`src/rtl/clint_pkg.sv`:
```
// Shared CLINT definitions: register offsets, reg bus structs, decoder regions and a byte-strobe merge helper.
package clint_pkg;
    localparam logic [15:0] MsipBase     = 16'h0000;
    localparam logic [15:0] MtimecmpBase = 16'h4000;
    localparam logic [15:0] MtimeLo      = 16'hBFF8;
    localparam logic [15:0] MtimeHi      = 16'hBFFC;
    localparam int unsigned MaxHarts     = 4095;

    typedef logic [63:0] mtime_t;

    typedef struct packed {
        logic        valid;
        logic        write;
        logic [15:0] addr;
        logic [31:0] wdata;
        logic [3:0]  wstrb;
    } clint_req_t;

    typedef struct packed {
        logic        ready;
        logic [31:0] rdata;
        logic        error;
    } clint_rsp_t;

    typedef enum logic [1:0] {
        RegNone,
        RegMsip,
        RegMtimecmp,
        RegMtime
    } reg_kind_e;

    function automatic logic [31:0] mergeStrobe(input logic [31:0] oldWord,
                                                input logic [31:0] newWord,
                                                input logic [3:0]  strobe);
        logic [31:0] merged;
        merged = oldWord;
        for (int b = 0; b < 4; b++) begin
            if (strobe[b]) merged[8*b +: 8] = newWord[8*b +: 8];
        end
        return merged;
    endfunction
endpackage

```
`src/rtl/clint_rtc_tick.sv`:
```
// RTC synchroniser, rising-edge detect and prescaler; tick_o pulses for one cycle every Prescale RTC rising edges.
module clint_rtc_tick #(
    parameter int unsigned SyncStages = 2,
    parameter int unsigned Prescale   = 1
) (
    input  logic clk_i,
    input  logic rst_i,
    input  logic rtc_i,
    output logic tick_o
);
    localparam int unsigned     CntW   = (Prescale > 1) ? $clog2(Prescale) : 1;
    localparam logic [CntW-1:0] CntMax = CntW'(Prescale - 1);

    logic [SyncStages-1:0] sync_q, sync_d;
    logic                  rtcPrev_q, rtcPrev_d;
    logic [CntW-1:0]       count_q, count_d;
    logic                  rise;

    always_comb begin
        sync_d    = {sync_q[SyncStages-2:0], rtc_i};
        rtcPrev_d = sync_q[SyncStages-1];
        rise      = sync_q[SyncStages-1] & ~rtcPrev_q;
        count_d   = count_q;
        tick_o    = 1'b0;
        if (rise) begin
            if (count_q == CntMax) begin
                count_d = '0;
                tick_o  = 1'b1;
            end else begin
                count_d = count_q + CntW'(1);
            end
        end
    end

    always_ff @(posedge clk_i) begin
        if (rst_i) begin
            sync_q    <= '0;
            rtcPrev_q <= 1'b0;
            count_q   <= '0;
        end else begin
            sync_q    <= sync_d;
            rtcPrev_q <= rtcPrev_d;
            count_q   <= count_d;
        end
    end
endmodule

```
`src/rtl/clint_timer_multi.sv`:
```
// Parametrised CLINT: 64-bit mtime, per-hart mtimecmp/msip, registered timer IRQs, decoder with error responses.
// Optional macro CLINT_MTIME_SNAPSHOT_EN latches mtime[63:32] on a low-word read for race-free 32-bit reads.
module clint_timer_multi
    import clint_pkg::*;
#(
    parameter int unsigned NumHarts   = 10,
    parameter int unsigned SyncStages = 2,
    parameter int unsigned Prescale   = 1,
    parameter type         reg_req_t  = clint_req_t,
    parameter type         reg_rsp_t  = clint_rsp_t
) (
    input  logic                clk_i,
    input  logic                rst_i,
    input  reg_req_t            reg_req_i,
    output reg_rsp_t            reg_rsp_o,
    input  logic                rtc_i,
    output logic [NumHarts-1:0] timer_irq_o,
    output logic [NumHarts-1:0] ipi_o
);
    logic [15:0]         wordAddr;
    logic [11:0]         hartIdx;
    logic                cmpHi, decErr, wrEn, tick;
    reg_kind_e           kind;
    logic [31:0]         rdata, mtimeHiRd;
    logic                selMsip;
    mtime_t              selCmp;
    mtime_t              mtime_q, mtime_d;
    mtime_t              mtimecmp_q [NumHarts];
    mtime_t              mtimecmp_d [NumHarts];
    logic [NumHarts-1:0] msip_q, msip_d, timerIrq_q, timerIrq_d;

    clint_rtc_tick #(
        .SyncStages (SyncStages),
        .Prescale   (Prescale)
    ) u_rtc_tick (
        .clk_i  (clk_i),
        .rst_i  (rst_i),
        .rtc_i  (rtc_i),
        .tick_o (tick)
    );

    // mtimecmp slots are 8 bytes apart starting at an 8-aligned base, so address bit 2 picks the half
    always_comb begin
        wordAddr = reg_req_i.addr & 16'hFFFC;
        kind     = RegNone;
        hartIdx  = '0;
        cmpHi    = wordAddr[2];
        if (wordAddr < MtimecmpBase) begin
            kind    = RegMsip;
            hartIdx = wordAddr[13:2];
        end else if (wordAddr < MtimeLo) begin
            kind    = RegMtimecmp;
            hartIdx = 12'((wordAddr - MtimecmpBase) >> 3);
        end else if (wordAddr == MtimeLo || wordAddr == MtimeHi) begin
            kind = RegMtime;
        end
        decErr = (kind == RegNone) ||
                 ((kind == RegMsip || kind == RegMtimecmp) && (32'(hartIdx) >= NumHarts));
    end

    assign wrEn = reg_req_i.valid && reg_req_i.write && (|reg_req_i.wstrb) && !decErr;

    // A write to an mtime word wins over the tick for that word; the tick carry never crosses into the other word
    always_comb begin
        mtime_d    = tick ? mtime_q + 64'd1 : mtime_q;
        msip_d     = msip_q;
        mtimecmp_d = mtimecmp_q;
        if (wrEn && kind == RegMtime) begin
            if (cmpHi) begin
                mtime_d = {mergeStrobe(mtime_q[63:32], reg_req_i.wdata, reg_req_i.wstrb), mtime_d[31:0]};
            end else begin
                mtime_d = {mtime_q[63:32], mergeStrobe(mtime_q[31:0], reg_req_i.wdata, reg_req_i.wstrb)};
            end
        end
        for (int i = 0; i < NumHarts; i++) begin
            if (wrEn && hartIdx == 12'(i)) begin
                if (kind == RegMsip && reg_req_i.wstrb[0]) msip_d[i] = reg_req_i.wdata[0];
                if (kind == RegMtimecmp) begin
                    if (cmpHi) begin
                        mtimecmp_d[i][63:32] = mergeStrobe(mtimecmp_q[i][63:32], reg_req_i.wdata, reg_req_i.wstrb);
                    end else begin
                        mtimecmp_d[i][31:0] = mergeStrobe(mtimecmp_q[i][31:0], reg_req_i.wdata, reg_req_i.wstrb);
                    end
                end
            end
            timerIrq_d[i] = (mtime_q >= mtimecmp_q[i]);
        end
    end

`ifdef CLINT_MTIME_SNAPSHOT_EN
    logic        rdEn;
    logic [31:0] shadow_q, shadow_d;

    assign rdEn = reg_req_i.valid && !reg_req_i.write && !decErr;

    always_comb begin
        shadow_d = shadow_q;
        if (rdEn && kind == RegMtime && !cmpHi) shadow_d = mtime_q[63:32];
        if (wrEn && kind == RegMtime && cmpHi) begin
            shadow_d = mergeStrobe(mtime_q[63:32], reg_req_i.wdata, reg_req_i.wstrb);
        end
    end

    always_ff @(posedge clk_i) begin
        if (rst_i) shadow_q <= '0;
        else       shadow_q <= shadow_d;
    end

    assign mtimeHiRd = shadow_q;
`else
    assign mtimeHiRd = mtime_q[63:32];
`endif

    always_comb begin
        selMsip = 1'b0;
        selCmp  = '0;
        for (int i = 0; i < NumHarts; i++) begin
            if (hartIdx == 12'(i)) begin
                selMsip = msip_q[i];
                selCmp  = mtimecmp_q[i];
            end
        end
        case (kind)
            RegMsip:     rdata = {31'd0, selMsip};
            RegMtimecmp: rdata = cmpHi ? selCmp[63:32] : selCmp[31:0];
            RegMtime:    rdata = cmpHi ? mtimeHiRd : mtime_q[31:0];
            default:     rdata = '0;
        endcase
        if (decErr) rdata = '0;
        reg_rsp_o       = '0;
        reg_rsp_o.ready = reg_req_i.valid;
        reg_rsp_o.rdata = rdata;
        reg_rsp_o.error = reg_req_i.valid && decErr;
    end

    always_ff @(posedge clk_i) begin
        if (rst_i) begin
            mtime_q    <= '0;
            msip_q     <= '0;
            timerIrq_q <= '0;
            for (int i = 0; i < NumHarts; i++) mtimecmp_q[i] <= '1;
        end else begin
            mtime_q    <= mtime_d;
            msip_q     <= msip_d;
            timerIrq_q <= timerIrq_d;
            mtimecmp_q <= mtimecmp_d;
        end
    end

    assign timer_irq_o = timerIrq_q;
    assign ipi_o       = msip_q;
endmodule
```
`config.mk`:
```
export PLATFORM = sky130hd
export DESIGN_NAME = clint_timer_multi
export DESIGN_NICKNAME = d
export VERILOG_FILES = /design/src/rtl/clint_pkg.sv /design/src/rtl/clint_rtc_tick.sv /design/src/rtl/clint_timer_multi.sv
export SDC_FILE = /design/constraint.sdc
export NUM_CORES = 2
export LEC_CHECK = 0
export BUFFER_PORTS_ARGS = -buffer_cell sky130_fd_sc_hd__buf_2
export CAP_MARGIN = 20
export CORE_MARGIN = 1
export CORE_UTILIZATION = 50
export DETAILED_ROUTE_END_ITERATION = 6
export PLACE_DENSITY = 0.66
export SYNTH_ARGS = -nofsm -noshare
export SYNTH_HDL_FRONTEND = slang
export SYNTH_HIERARCHICAL = 1
export SYNTH_SLANG_ARGS = --single-unit
```
`constraint.sdc`:
```
create_clock -name clk_i -period 5 [get_ports clk_i]
set_input_delay 1 -clock clk_i [delete_from_list [all_inputs] [get_ports clk_i]]
set_output_delay 1 -clock clk_i [all_outputs]
set_load 0.01 [all_outputs]
```
## Yosys cells after proc, flatten, opt, wreduce, memory -nomap -nowiden

Index checks and enable logic that the tools add are counted.

- Output and inout port bits: 54
- Register bits: 728

- Mux-type cells: 39
- Equal/unequal tests: 23
- Reduce and logical (&&, ||, !) cells: 119
- $add $sub $neg: 3
- Order comparisons: 13
- Bitwise logic cells: 3

Operators by type and width:

| operator | number |
|---|---|
| 64-bit two-way mux | 13 |
| 64-bit greater-or-equal comparator | 10 |
| 4-bit AND reduction | 80 |
| 32-bit two-way mux | 3 |
| 32-bit one-hot mux with 3 select lines | 1 |
| 64-bit by 1-bit adder with 64-bit output (second input constant) | 1 |
| 12-bit by 3-bit == test with 1-bit output (second input constant) | 4 |
| 8-bit two-way mux | 4 |
| 14-bit == test (second input constant) | 2 |
| 12-bit by 2-bit == test with 1-bit output (second input constant) | 2 |
| 12-bit by 4-bit == test with 1-bit output (second input constant) | 2 |
| 12-bit two-way mux | 2 |
| 2-bit AND reduction | 10 |
| 1-bit logical AND | 17 |
| 16-bit by 15-bit less-than comparator with 1-bit output (second input constant) | 1 |
| 16-bit less-than comparator (second input constant) | 1 |
| 15-bit subtractor (second input constant) | 1 |
| 1-bit two-way mux | 13 |
| 12-bit by 1-bit == test with 1-bit output (second input constant) | 1 |
| 12-bit by 4-bit greater-or-equal comparator with 1-bit output (second input constant) | 1 |
| 12-bit logical NOT | 1 |
| 3-bit != test (second input constant) | 4 |
| 3-bit AND reduction | 4 |
| 2-bit != test (second input constant) | 5 |
| other kinds (11) | 17 |

## Logic depth before layout (Yosys ltp)

- Depth after elaboration: 17
- Gate-level depth with buffers: 13

## Cells and area by module

Netlist, hierarchy kept.

By module, submodules not included:

| module | cells each | instances | area each (µm²) |
|---|---|---|---|
| clint_timer_multi | 5917 | 1 | 47191.5 |
| clint_rtc_tick | 7 | 1 | 87.6 |

## Least setup slack after synthesis

No wires, ideal clock.

- Path kind: input port to output port
- Start: input reg_req_i[50] (netlist bit)
- End: output reg_rsp_o[30] (netlist bit)
- Arrival time: 3.332 ns
- Data required time: 4.000 ns
- Path buffers: 2
- Setup slack: 0.668 ns
- Cell stages on the path: 11
- Cell sequence: buf_2 buf_2 inv_1 o21ai_2 nand2_1 nor3_2 nor2_1 o211ai_1 a21oi_1 or4_1 a211oi_1

RTL lines:

| element | RTL line | RTL |
|---|---|---|
| from (decl) | clint_timer_multi.sv:14 | `input reg_req_t reg_req_i,` |
| to (decl) | clint_timer_multi.sv:15 | `output reg_rsp_t reg_rsp_o,` |

==> flow_metrics.tcl <==
set metrics [dict create \
    timing.critical_path.slowest_cell_delay_ns 0.39 \
    p_per_area_nw_per_um2 247 \
    worst_slack_ns -0.0476 \
    ir_drop_uv 288 \
    synth_ff_type "dfxtp_1" \
    gp_congestion 0.993 \
    tns_ns -0.0476 \
    combinationalPowerShare_pct 6.8 \
    cts.reportedPaths.clkPinSlew_ns 0.06 \
    fillers 8655 \
    cts-root-buf "clkbuf_16" \
    dp_cells 7248 \
    outcome "finished with violations" \
    drtAntennaViolNets 0 \
    ys_ff_latch 727 \
    p_seq_share_pct 43.6 \
    core_area_um2 93500 \
    report.final.slew_viol_count 0 \
    power.switching_mw 3.34 \
    cts-hold-fix-buffers 0 \
    cts_made_buffers 85 \
    path_class "input pin to primary output" \
    start_util_pct 50.6 \
    grt_antenna_before_repair 17 \
    p_int_mw 9.96 \
    synth-seq-area-share_pct 30.8 \
    slowest_stage "a222oi_1" \
    finalCritPeriodShare_pct 101 \
    dp_hpwl_um 148000 \
    p_leak_nw 28.6 \
    worst_clock_skew_ns 0.0215 \
    avgSynthCellArea_um2 7.98 \
    crit_fanout 18 \
    die_h_um 310 \
    cts_tree "yes" \
    fmax_mhz 198 \
    syn_inst 5924 \
    rsz0062_at_grt "yes" \
    die_w_um 310 \
    h-tree-depth 3 \
    vias 48900 \
    dieArea_um2 95800 \
    cp.arrival_ns 4.05 \
    pwr-share-clk_pct 49.7 \
    rows 112 \
    synth_nets 6622 \
    routed_wl_um 206000 \
    dp_slack_ns -0.354 \
    grt_pass1_wl_um 299000 \
    drc_errors 7 \
    io_buffers 108 \
    post_drt_via_cell_ratio 6.60 \
    drv_cap 0 \
    post_drt_wl_per_cell_um 27.9 \
    area_growth_syn_to_layout_pct 14.1 \
    violations "design-rule violations, negative setup slack" \
    endpoint_kind "primary output" \
    tightest_slew_ns 1.31 \
    relSlewSlack_pct 13.0 \
    grt_pass1_vias 45900 \
    grt_max_degree 197 \
    clock_sinks 727 \
    clkLatencyLatePin_ns 0.69 \
    dr.first_iter.drc_count 6296 \
    min_period_ns 5.05 \
    first_pass_iters 7 \
    netSwitchingFraction_pct 25.1 \
    drive_gt1_share_pct 10.6 \
    synth_area_leaders "dfxtp_1 (31%), ha_1 (17%), o211ai_1 (11%), nand2_1 (7.1%), inv_1 (5.2%)" \
    hp-class "register to register" \
    nets 6785 \
    synth_edf_count 0 \
    yosys_warnings 6 \
    yosysUniqueCellTypes 83 \
    grtUsageTotal_pct 42.3 \
    synth_top_area_cell "dfxtp_1" \
    ios 111 \
    worstPathCellList "clkbuf_4, mux2_2, a31oi_1, nor3_1, and2_2, buf_12, buf_12, a222oi_1, nand4_1, a221o_1, a21oi_2, buf_4, a31oi_1, buf_2" \
    synthArstFlopShare_pct 0 \
    crit_path_start_kind "input pin" \
    post_layout_nonfiller_instances 7406 \
    finalHoldViolCount 0 \
    setup_viol 1 \
    grt.overflow.total 0 \
    clk_path_buf_depth 3 \
    yosysTopAreaCellShare_pct 30.8 \
    worstPathRequired_ns 4.00 \
    synth_area_um2 47300 \
]
==> cell usage in the layout, fill, tap and decap left out, types with 14 or more instances in the layout <==
cell and count:
buf_12 35, o221ai_1 26, nand3_1 101, o211ai_1 678, clkbuf_16 89, nand2_1 886
clkbuf_1 19, a221o_1 31, a22oi_1 47, nand4_1 134, nor4_1 21, clkbuf_8 19
mux2i_1 21, a31oi_1 41, buf_2 105, a222oi_1 70, a221oi_1 55, nand2b_1 18
and3_1 18, inv_1 653, o21ai_0 200, o22ai_1 41, nor2b_1 38, a21o_1 164
nor2_1 265, a21oi_1 313, o21a_1 15, nor3_1 63, a2111oi_0 14, buf_4 295
dfxtp_1 727, a211oi_1 57, ha_1 641
==> registers in the layout, indices dropped and copies added (netlist names) <==
register / flops
ipi_o: 10
mtime_q: 64
mtimecmp_q: 640
timer_irq_o: 10
u_rtc_tick/rtcPrev_q: 1
u_rtc_tick/sync_q: 2
==> path summary, 6_finish.rpt <==
kind / depth (start not counted) / endpoint / from / slack, ns
worst max register to register: 12 / timer_irq_o[1] / mtime_q[0] / 0.63
worst min register to register: 2 / ipi_o[1] / ipi_o[1] / 0.47
worst min-delay path: 2 / ipi_o[1] / ipi_o[1] / 0.47
worst max-delay path: 14 / reg_rsp_o[16] / reg_req_i[51] / -0.05
==> power groups by stage <==
stage | Combinational, mW | Sequential [mW] | Clock (mW)
after floorplan | 0.432 | 5.93 | 0
after detailed placement | 0.840 | 5.93 | 0
after global routing | 0.914 | 5.80 | 6.84
after global placement | 0.838 | 5.93 | 0
final | 0.901 | 5.80 | 6.61
after CTS | 0.848 | 5.80 | 6.61
==> metal layers <==
metal	vias to the layer above	GRT usage [%]	share of wire (%)
li1	22000	-	-
met1	22900	50.7	37
met2	3060	63.5	42
met3	916	10.4	11
met4	22	35.8	10
met5	-	0	0.073
==> synthesized netlist by cell type, types with 9 or more instances <==
library cell and instances:
a31oi_1 42, o22ai_1 42, nor4_1 23, o21a_1 15, nor2_1 267, nand4_1 134, and3_1 21, inv_1 654
o211ai_1 678, a221o_1 31, clkbuf_1 236, dfxtp_1 727, a221oi_1 58, o221ai_1 27, and4_1 10, and2_1 12
nor3b_1 10, nor3_1 67, a211oi_1 60, ha_1 641, nand2_1 890, buf_1 16, nand3_1 101, nor2b_1 40
nand2b_1 18, a222oi_1 70, mux2i_1 21, o2111ai_1 11, a21o_1 165, o21ai_0 202, a21oi_1 318, a41oi_1 11
a22oi_1 48, a211o_1 9, a2111oi_0 18, buf_2 107
==> repair_timing <==
action | 4_1_cts | 5_1_grt
resized for setup | 8 | 27
buffers inserted | 2 | 2
gates cloned | 0 | 0
pin swaps | 2 | 4
endpoints found under the setup margin | 7 | 27
==> worst max-delay path: cells and delay by family <==
kind	cells	cell delay, ns
multiplexers	1	0.37
AND/OR/NAND/NOR	3	0.50
buffers and inverters	5	0.89
AO/OA/AOI/OAI	5	1.26
==> stage by stage <==
stage | hold WS, ns | area [um^2] | power [mW] | utilization [%]
finish | 0.466 | 53900 | 13.3 | 57.7
global route | 0.493 | 53900 | 13.6 | 57.7
CTS | 0.469 | 53800 | 13.3 | 57.6
detailed placement | 0.461 | 50900 | 6.77 | 54.4
global placement | 0.462 | 50900 | 6.76 | 54.4
floorplan | 0.414 | 47300 | 6.36 | -
==> logic make-up (layout without fill, tap and decap cells) <==
| logic type | Yosys count | after routing | share of synthesized area [%] |
|---|---|---|---|
| xor+xnor | 2 | 2 | 0.0371 |
| other cells | 0 | 5 | 0 |
| fa+ha+maj | 641 | 641 | 17.0 |
| compound gates | 1868 | 1868 | 27.8 |
| flops | 727 | 727 | 30.8 |
| mux | 24 | 24 | 0.516 |
| buf+inv | 1017 | 1240 | 8.39 |
| simple gates | 1645 | 1645 | 15.5 |
==> cell type report <==
class | instances | area (um^2) | area share (%)
timing repair buffer | 439 | 3480 | 6.45
tap | 1254 | 1570 | 2.91
sequential | 727 | 14600 | 27.0
clock buffer | 127 | 2560 | 4.75
clock inverter | 20 | 304 | 0.564
multi-input combinational | 4180 | 29000 | 53.8
antenna | 5 | 12.5 | 0.0232
inverter | 654 | 2460 | 4.56
No activity file was read; power rests on OpenSTA's default activity.
